--- config.mk ---
export PLATFORM = sky130hd
export DESIGN_NAME = fetch_unit_flat
export DESIGN_NICKNAME = d
export VERILOG_FILES = /design/src/rtl/fetch_unit_if.sv /design/src/rtl/fetch_unit.sv /design/src/flat_wrapper.sv
export SDC_FILE = /design/constraint.sdc
export NUM_CORES = 1
export LEC_CHECK = 0
export ABC_AREA = 1
export ABC_CLOCK_PERIOD_IN_PS = 1700
export CAP_MARGIN = 10
export CORE_MARGIN = 2
export CORE_UTILIZATION = 40
export DETAILED_ROUTE_END_ITERATION = 8
export GPL_ROUTABILITY_DRIVEN = 0
export PLACE_DENSITY = 0.82
export SKIP_CTS_REPAIR_TIMING = 1
export SLEW_MARGIN = 30
export SYNTH_ARGS = -nofsm -noshare
export SYNTH_HDL_FRONTEND = slang
export SYNTH_SLANG_ARGS = --single-unit
--- constraint.sdc ---
create_clock -name clk -period 1.7 [get_ports clk]
set_clock_uncertainty 0.2 [all_clocks]
set_input_delay 0.34 -clock clk [delete_from_list [all_inputs] [get_ports clk]]
set_output_delay 0.34 -clock clk [all_outputs]
set_load 0.03 [all_outputs]
--- src/rtl/fetch_unit_if.sv ---
// Instruction-bus handshake between the fetch front end and memory.
// Request side is valid/addr; response side is addr_ok/data_ok/data.
interface fetch_unit_if;
  logic        ireq_valid;
  logic [31:0] ireq_addr;
  logic        iresp_addr_ok;
  logic        iresp_data_ok;
  logic [31:0] iresp_data;

  modport master (
    output ireq_valid,
    output ireq_addr,
    input  iresp_addr_ok,
    input  iresp_data_ok,
    input  iresp_data
  );

  modport slave (
    input  ireq_valid,
    input  ireq_addr,
    output iresp_addr_ok,
    output iresp_data_ok,
    output iresp_data
  );
endinterface

--- src/rtl/fetch_unit.sv ---
// Multi-cycle instruction fetch: one bus transaction per accepted PC,
// word held until decode takes it; misaligned PCs and bus hangs flagged.
module fetch_unit #(
  parameter int TIMEOUT = 1024,
  parameter int TIMER_W = $clog2(TIMEOUT + 1)
) (
  input  logic         clk,
  input  logic         resetn,
  input  logic         start,
  input  logic [31:0]  start_pc,
  input  logic         flush,
  output logic         busy,
  fetch_unit_if.master ibus,
  output logic         out_valid,
  output logic [31:0]  out_pc,
  output logic [31:0]  out_instr,
  output logic         out_err,
  input  logic         out_ready,
  output logic         timeout
);

  typedef enum logic [2:0] {
    S_IDLE,
    S_REQ,
    S_WAIT,
    S_HOLD,
    S_DRAIN,
    S_DEAD
  } state_e;

  localparam logic [TIMER_W-1:0] T_LAST = TIMER_W'(TIMEOUT - 1);
  localparam logic [TIMER_W-1:0] T_MAX  = TIMER_W'(TIMEOUT);

  state_e             state_q, state_d;
  logic [31:0]        pc_q, pc_d;
  logic [31:0]        instr_q, instr_d;
  logic               err_q, err_d;
  logic [TIMER_W-1:0] timer_q, timer_d;

  logic aok, dok, accept, last;

  assign aok  = ibus.iresp_addr_ok;
  assign dok  = ibus.iresp_data_ok;
  assign last = (timer_q == T_LAST);

  always_comb begin
    state_d = state_q;
    pc_d    = pc_q;
    instr_d = instr_q;
    err_d   = err_q;
    timer_d = timer_q;
    accept  = start & ~flush &
              ((state_q == S_IDLE) |
               ((state_q == S_HOLD) & out_ready));

    if ((state_q inside {S_REQ, S_WAIT, S_DRAIN}) &&
        (timer_q != T_MAX))
      timer_d = timer_q + 1'b1;

    unique case (state_q)
      S_IDLE, S_HOLD: begin
        if ((state_q == S_HOLD) && (flush || out_ready))
          state_d = S_IDLE;
        if (accept) begin
          pc_d = start_pc;
          if (start_pc[1:0] == 2'b00) begin
            state_d = S_REQ;
            timer_d = '0;
            err_d   = 1'b0;
          end else begin
            state_d = S_HOLD;
            err_d   = 1'b1;
            instr_d = '0;
          end
        end
      end
      S_REQ: begin
        if (aok && dok) begin
          if (flush) begin
            state_d = S_IDLE;
          end else begin
            state_d = S_HOLD;
            instr_d = ibus.iresp_data;
            err_d   = 1'b0;
          end
        end else if (aok) begin
          state_d = flush ? S_DRAIN : S_WAIT;
        end else if (flush) begin
          state_d = S_IDLE;
        end
        if (last && !(aok && dok))
          state_d = S_DEAD;
      end
      S_WAIT: begin
        if (dok) begin
          if (flush) begin
            state_d = S_IDLE;
          end else begin
            state_d = S_HOLD;
            instr_d = ibus.iresp_data;
            err_d   = 1'b0;
          end
        end else if (flush) begin
          state_d = S_DRAIN;
        end
        if (last && !dok)
          state_d = S_DEAD;
      end
      // the owed data_ok is swallowed here; flush has nothing left to cancel
      S_DRAIN: begin
        if (dok)
          state_d = S_IDLE;
        else if (last)
          state_d = S_DEAD;
      end
      S_DEAD: state_d = S_DEAD;
      default: state_d = S_IDLE;
    endcase
  end

  always_ff @(posedge clk or negedge resetn) begin
    if (!resetn) begin
      state_q <= S_IDLE;
      pc_q    <= '0;
      instr_q <= '0;
      err_q   <= 1'b0;
      timer_q <= '0;
    end else begin
      state_q <= state_d;
      pc_q    <= pc_d;
      instr_q <= instr_d;
      err_q   <= err_d;
      timer_q <= timer_d;
    end
  end

  assign busy            = (state_q != S_IDLE);
  assign ibus.ireq_valid = (state_q == S_REQ);
  assign ibus.ireq_addr  = pc_q;
  assign out_valid       = (state_q == S_HOLD);
  assign out_pc          = pc_q;
  assign out_instr       = instr_q;
  assign out_err         = err_q;
  assign timeout         = (state_q == S_DEAD);

endmodule

--- src/flat_wrapper.sv ---
// flat-port wrapper written by rule: the top's interface ports become plain ports
module fetch_unit_flat 
#(
  parameter int TIMEOUT = 1024,
  parameter int TIMER_W = $clog2(TIMEOUT + 1)
)
  (clk, resetn, start, start_pc, flush, busy, out_valid, out_pc, out_instr, out_err, out_ready, timeout, ibus_ireq_valid, ibus_ireq_addr, ibus_iresp_addr_ok, ibus_iresp_data_ok, ibus_iresp_data);
  fetch_unit_if ibus_i ();
  input  logic clk;
  input  logic resetn;
  input  logic start;
  input  logic [31:0] start_pc;
  input  logic flush;
  output logic busy;
  output logic out_valid;
  output logic [31:0] out_pc;
  output logic [31:0] out_instr;
  output logic out_err;
  input  logic out_ready;
  output logic timeout;
  output wire logic [$bits(ibus_i.ireq_valid)-1:0] ibus_ireq_valid;
  output wire logic [$bits(ibus_i.ireq_addr)-1:0] ibus_ireq_addr;
  input wire logic [$bits(ibus_i.iresp_addr_ok)-1:0] ibus_iresp_addr_ok;
  input wire logic [$bits(ibus_i.iresp_data_ok)-1:0] ibus_iresp_data_ok;
  input wire logic [$bits(ibus_i.iresp_data)-1:0] ibus_iresp_data;
  assign ibus_ireq_valid = ibus_i.ireq_valid;
  assign ibus_ireq_addr = ibus_i.ireq_addr;
  assign ibus_i.iresp_addr_ok = ibus_iresp_addr_ok;
  assign ibus_i.iresp_data_ok = ibus_iresp_data_ok;
  assign ibus_i.iresp_data = ibus_iresp_data;
  fetch_unit #(.TIMEOUT(TIMEOUT), .TIMER_W(TIMER_W)) u_core (.clk(clk), .resetn(resetn), .start(start), .start_pc(start_pc), .flush(flush), .busy(busy), .ibus(ibus_i), .out_valid(out_valid), .out_pc(out_pc), .out_instr(out_instr), .out_err(out_err), .out_ready(out_ready), .timeout(timeout));
endmodule
; ---- Yosys cells after proc, flatten, opt, wreduce, memory -nomap -nowiden
; Cells that the tools add are included.
; W data, S select, Z words.
[totals]
register_bits = 79
out_inout_bits = 101
word_cells = 75
[op_classes]
n_addsub = 1
n_eq_ne = 15
muxes = 31
bitwise = 5
n_reduce_logical = 18
[ops]
columns = op, n
row1 = $mux W32, 5
row2 = $pmux W32 S3, 1
row3 = $mux W11, 4
row4 = $mux W3, 12
row5 = $pmux W3 S5, 1
row6 = $add A11 B1 Y11 const B, 1
row7 = $eq A11 B10 Y1 const B, 1
row8 = $ne A11 B11 Y1 const B, 1
row9 = $reduce_bool A3 Y1, 3
row10 = $reduce_and A4 Y1, 2
row11 = $eq A3 B2 Y1 const B, 2
row12 = $eq A3 B3 Y1 const B, 2
row13 = $logic_and A1 B1 Y1, 5
row14 = $mux W1, 5
row15 = $ne A5 B2 Y1 const B, 1
row16 = $reduce_and A5 Y1, 1
row17 = $mux W2, 2
row18 = $ne A2 B1 Y1 const B, 2
row19 = $ne A2 B2 Y1 const B, 2
row20 = $ne A4 B4 Y1 const B, 1
row21 = $and A1 B1 Y1, 3
row22 = $eq A3 B1 Y1 const B, 1
row23 = $logic_not A3 Y1, 1
row24 = $ne A3 B1 Y1 const B, 1
row25 = other kinds (9), 10

; ---- Logic depth before layout (Yosys ltp)
[logic_depth]
ltp_word = 7
ltp_mapped = 10
depth_no_buf = 9

; ---- Worst setup path after synthesis
; OpenSTA, ideal clock, no wires.
[synth_path]
path_kind = register to register
start = reg u_core.state_q[0]
end = reg u_core.state_q[2]
setup_ns = 0.065
arrival_time_ns = 1.486
required_time_ns = 1.435
path_slack_ns = -0.051
path_stages_with_launch = 10
path_buffers = 1
synth_period_minus_slack_ns = 1.751
cell_sequence = dfrtp_1 > buf_4 > nand2_1 > nor2_1 > o21ai_0 > nand3_1 > nand2_1 > nor2_1 > nand2_1 > nand2_1
[synth_via]
elab_chain_len = 6
word_cells_on_any_way = 18
[synth_lines]
columns = element, line
row1 = "start, declared", fetch_unit.sv:34  ; state_e state_q, state_d;
row2 = "start signal, assigned", fetch_unit.sv:129  ; state_q <= state_d;
row3 = $eq A3 B2 Y1 (*), n/a
row4 = via out_valid, flat_wrapper.sv:15  ; output logic out_valid;
row5 = $and A1 B1 Y1, fetch_unit.sv:54  ; ((state_q == S_HOLD) & out_ready));
row6 = $or A1 B1 Y1, fetch_unit.sv:53  ; ((state_q == S_IDLE) |
row7 = $and A1 B1 Y1, fetch_unit.sv:52  ; accept = start & ~flush &
row8 = $mux W3 / $ne A3 B1 Y1 (equally long branches), n/a
row9 = $pmux W3 S5 / $reduce_and A4 Y1 (equally long branches), n/a
; Mark *: on every way through the listed nets, which the timed path passes. The rest lies on a longest branch.
; A chain may end at the register's enable or synchronous reset.

; ---- Final worst setup path
[layout_path]
start = reg u_core.state_q[1]
end = reg u_core.timer_q[8]
[layout_via]
elab_chain_len = 7
word_cells_on_any_way = 15
[layout_lines]
columns = element, line
row1 = $eq A3 B1 Y1 (tied with other cells), fetch_unit.sv:56  ; if ((state_q inside {S_REQ, S_WAIT, S_DRAIN}) &&
row2 = $reduce_bool A3 Y1, fetch_unit.sv:56
row3 = $logic_and A1 B1 Y1, fetch_unit.sv:56
row4 = $mux W11, fetch_unit.sv:56
row5 = $mux W11, fetch_unit.sv:66  ; if (start_pc[1:0] == 2'b00) begin
row6 = $mux W11, fetch_unit.sv:64  ; if (accept) begin
row7 = $mux W11 (*), fetch_unit.sv:60  ; unique case (state_q)
row8 = via u_core.timer_d[8], fetch_unit.sv:38  ; logic [TIMER_W-1:0] timer_q, timer_d;
row9 = "end signal, assigned", fetch_unit.sv:133  ; timer_q <= timer_d;
row10 = "end, declared", fetch_unit.sv:38
; Marked as above.

==> results by group <==
Floorplan
  • Initial Util: between 40% and 50%
  • Die area: ~12,000 µm²
  • Die W: roughly 110 µm
  • Chip height: 110 µm
  • Boundary Pins: 172
  • Core footprint: between 10,000 and 15,000 µm²
  • Rows: 38

Logic synthesis
  • Avg Cell Area, Syn: 7.71 µm²
  • Syn nets: about 650
  • Yosys cell types: 29
  • Synth Flop Type: dfrtp_1
  • Cell area after synthesis: ~4500 µm²
  • Synth area leaders: dfrtp_1 44%, nand2_1 16%, buf_4 6.2%
  • Yosys reg bits: about 80
  • Syn. warnings: 0
  • Register area share after synthesis: 44.2%
  • Area leader, netlist: dfrtp_1
  • Post-synth EDFFs: 0
  • Fraction of registers with async set/reset: 100%
  • Post-synthesis cell count: 580
  • Commonest cells post-synth: 193 x nand2_1, 79 x dfrtp_1, 54 x nor2_1, 52 x inv_1, 49 x nand3_1
  • Top-count cell post-synth: nand2_1
  • Share of the synthesized area in the top cell type: between 40% and 50%

Worst setup path
  • Max stage delay on crit path: ~500 ps
  • Reg2reg start: u_core.state_q[1]
  • Crit-path cells: buf_6 > buf_6 > nand3_4 > nand2_4 > buf_12 > nor2_4 > inv_2 > nand2_4 > nand2_2 > a21oi_2
  • Reg2Reg Setup Slack: -220 ps
  • Worst Reg-to-Reg Cells: 10
  • Critical path peak fanout: 6
  • CP Capture Type: register
  • Worst Path Required: around 1800 ps
  • Largest delay contributor family on the critical path: flip-flops
  • CP startpoint kind: register
  • Worst path slowest cell: dfrtp_2
  • CP arrival: roughly 2000 ps
  • Crit path kind: reg -> reg
  • CP Buf/Inv Count: 4
  • Worst R2R End: u_core.timer_q[8]

Detailed routing
  • Residual DRC: 0
  • WL per Instance: between 15 and 20 µm
  • Post-DRT Antenna Nets: 0
  • Via count: 4,565
  • Via density: around 5.1
  • First drt pass iteration count: 5
  • Routed wire length: about 14,000 µm
  • DRT iter0 DRCs: 457

Clock network
  • Clock slew at reported path FFs: ~80 ps
  • Clk Latency, worst-skew pair: 360 ps
  • Clock Path Buffers: 2
  • Num CTS Buffers: 9
  • CTS sink count: just under 80
  • CTS tree: done
  • Clock H-tree levels: 3
  • Root buf cell: clkbuf_8

Worst hold path
  • Min-delay src: u_core.out_instr[24]
  • Hold depth: 2
  • Hold EP: u_core.out_instr[24]
  • Hold/Removal Path Class: reg -> reg

Final layout
  • N_diodes: 0
  • Fin area: ~7300 µm²
  • Layout cell share with drive strength beyond 1: 21.2%
  • Nets@finish: roughly 830
  • Area Growth Syn to Fin: 62.7%

Run status
  • Status: finished with violations
  • Failing checks: setup timing

GRT
  • Total track usage: roughly 20%
  • First-pass GRT wire length: 19,100 µm
  • Largest net degree at the start of global routing: 80
  • Vias in the first global route: 4,111
  • Grt ovf: 0
  • Initial antenna violation count: 0

STA
  • Final hold vios: 0
  • Fin crit period: 1920 ps
  • Final setup viols: 47
  • Measured slew at the worst slew-check pin: around 410 ps
  • Relative slew slack: around 73%
  • Unrepaired setup endpoints after global routing: yes
  • Max-slew violations: 0
  • Setup ws final: -215 ps
  • Fmax: approximately 0.52 GHz
  • Part of the cycle the worst path needs: 113%

Power and ir drop
  • Peak supply drop: 1070 µV
  • Pwr Density: 1880 nW/µm²
  • LEAKAGE: 4.74 nW
  • Tot Pwr: 13.7 mW

Flow run
  • Maxcap violations: 0

Placement
  • I/O Buffers: between 150 and 200
  • Hpwl dp: roughly 8600 µm
  • Post-DP Area: around 6200 µm²
==> cells in the final DEF (no fill, tap or decap), types with 2 or more instances in the layout <==
cell | Yosys | final
a21oi_2 | 0 | 11
dfrtp_2 | 0 | 4
clkinv_2 | 0 | 2
clkbuf_8 | 0 | 9
clkinvlp_4 | 0 | 2
nand3_2 | 2 | 3
a21oi_1 | 13 | 2
clkdlybuf4s50_1 | 0 | 68
nand2_2 | 6 | 24
xor2_1 | 4 | 3
nand3_1 | 49 | 45
nor2_2 | 3 | 6
buf_6 | 11 | 12
nand2_1 | 193 | 169
nor2_1 | 54 | 46
buf_12 | 0 | 10
bufinv_16 | 0 | 2
o21ai_0 | 4 | 3
nand4_1 | 37 | 37
clkinv_1 | 2 | 2
clkinv_8 | 0 | 2
dfrtp_1 | 79 | 75
nand3_4 | 1 | 4
nor2_4 | 3 | 8
nand2_4 | 5 | 11
inv_6 | 0 | 2
inv_2 | 4 | 6
buf_4 | 37 | 26
inv_4 | 1 | 4
clkbuf_16 | 0 | 4
inv_1 | 52 | 45
dlymetal6s2s_1 | 0 | 98
==> flip-flops by register name, summed over array words and instances, names as in the netlist <==
signal and cells:
u_core.ibus.ireq_addr 32, u_core.out_err 1, u_core.out_instr 32, u_core.state_q 3, u_core.timer_q 11
==> layout make-up <==
class	instances	area, µm²
fillers	793	3610
repair buffers	219	2550
multi-input cells	382	2070
flip-flops and latches	79	1980
inverters	59	249
well taps	140	175
clock buffers	10	128
clock inverters	6	85.1
repair inverters	3	36.3
==> per-stage QoR <==
stage	TNS, ps	setup slack, ps	util (%)	hold slack [ps]	instances
final	-5440	-215	66.8	289	898
after global routing	-8510	-248	66.8	307	898
after CTS	-31220	-342	59.1	-193	877
after detailed placement	-18580	-350	57.1	196	861
after global placement	-14830	-267	57.1	193	861
after floorplan	0	52.9	-	-156	580
==> how the worst max path moves through the flow <==
stage	depth (start not counted)	startpoint	slack [ps]	endpoint
after floorplan	10	u_core.state_q[1]	50	u_core.out_instr[0]
after global placement	9	ibus_iresp_data_ok	-270	u_core.out_instr[4]
after detailed placement	9	ibus_iresp_data_ok	-350	u_core.out_instr[29]
after CTS	1	u_core.ibus.ireq_addr[0]	-340	ibus_ireq_addr[0]
after global routing	10	u_core.state_q[1]	-250	u_core.timer_q[8]
final	10	u_core.state_q[1]	-220	u_core.timer_q[8]
==> logic make-up (layout without fill, tap and decap cells) <==
| group | count (synthesis) | count (layout) | share of synthesized area, % |
|---|---|---|---|
| AO/OA/AOI/OAI | 18 | 18 | 2.27 |
| XOR/XNOR | 5 | 5 | 0.980 |
| adder cells (fa/ha/maj) | 2 | 2 | 0.560 |
| buffers and inverters | 120 | 297 | 15.4 |
| flip-flops | 79 | 79 | 44.2 |
| AND/OR/NAND/NOR | 356 | 357 | 36.6 |
==> power by group <==
group	internal (mW)	switching, mW
clock network	0.822	0.692
logic	3.65	5.31
registers	2.59	0.633
total	7.06	6.64
==> worst register-to-register path: cells and delay by family, from the launching register on <==
kind                   cells  cell delay (ps)
AO/OA/AOI/OAI              1              170
flip-flops                 1              490
buffers and inverters      4              490
AND/OR/NAND/NOR            5              490
==> per-layer routing <==
layer / global-route usage [%] / part of all wire [%]
met1: 25.0 / 41
met2: 33.9 / 49
met3: 5.10 / 8.0
met4: 7.23 / 1.8
met5: 0 / 0
Note: power is estimated with default switching activity, not from simulation.
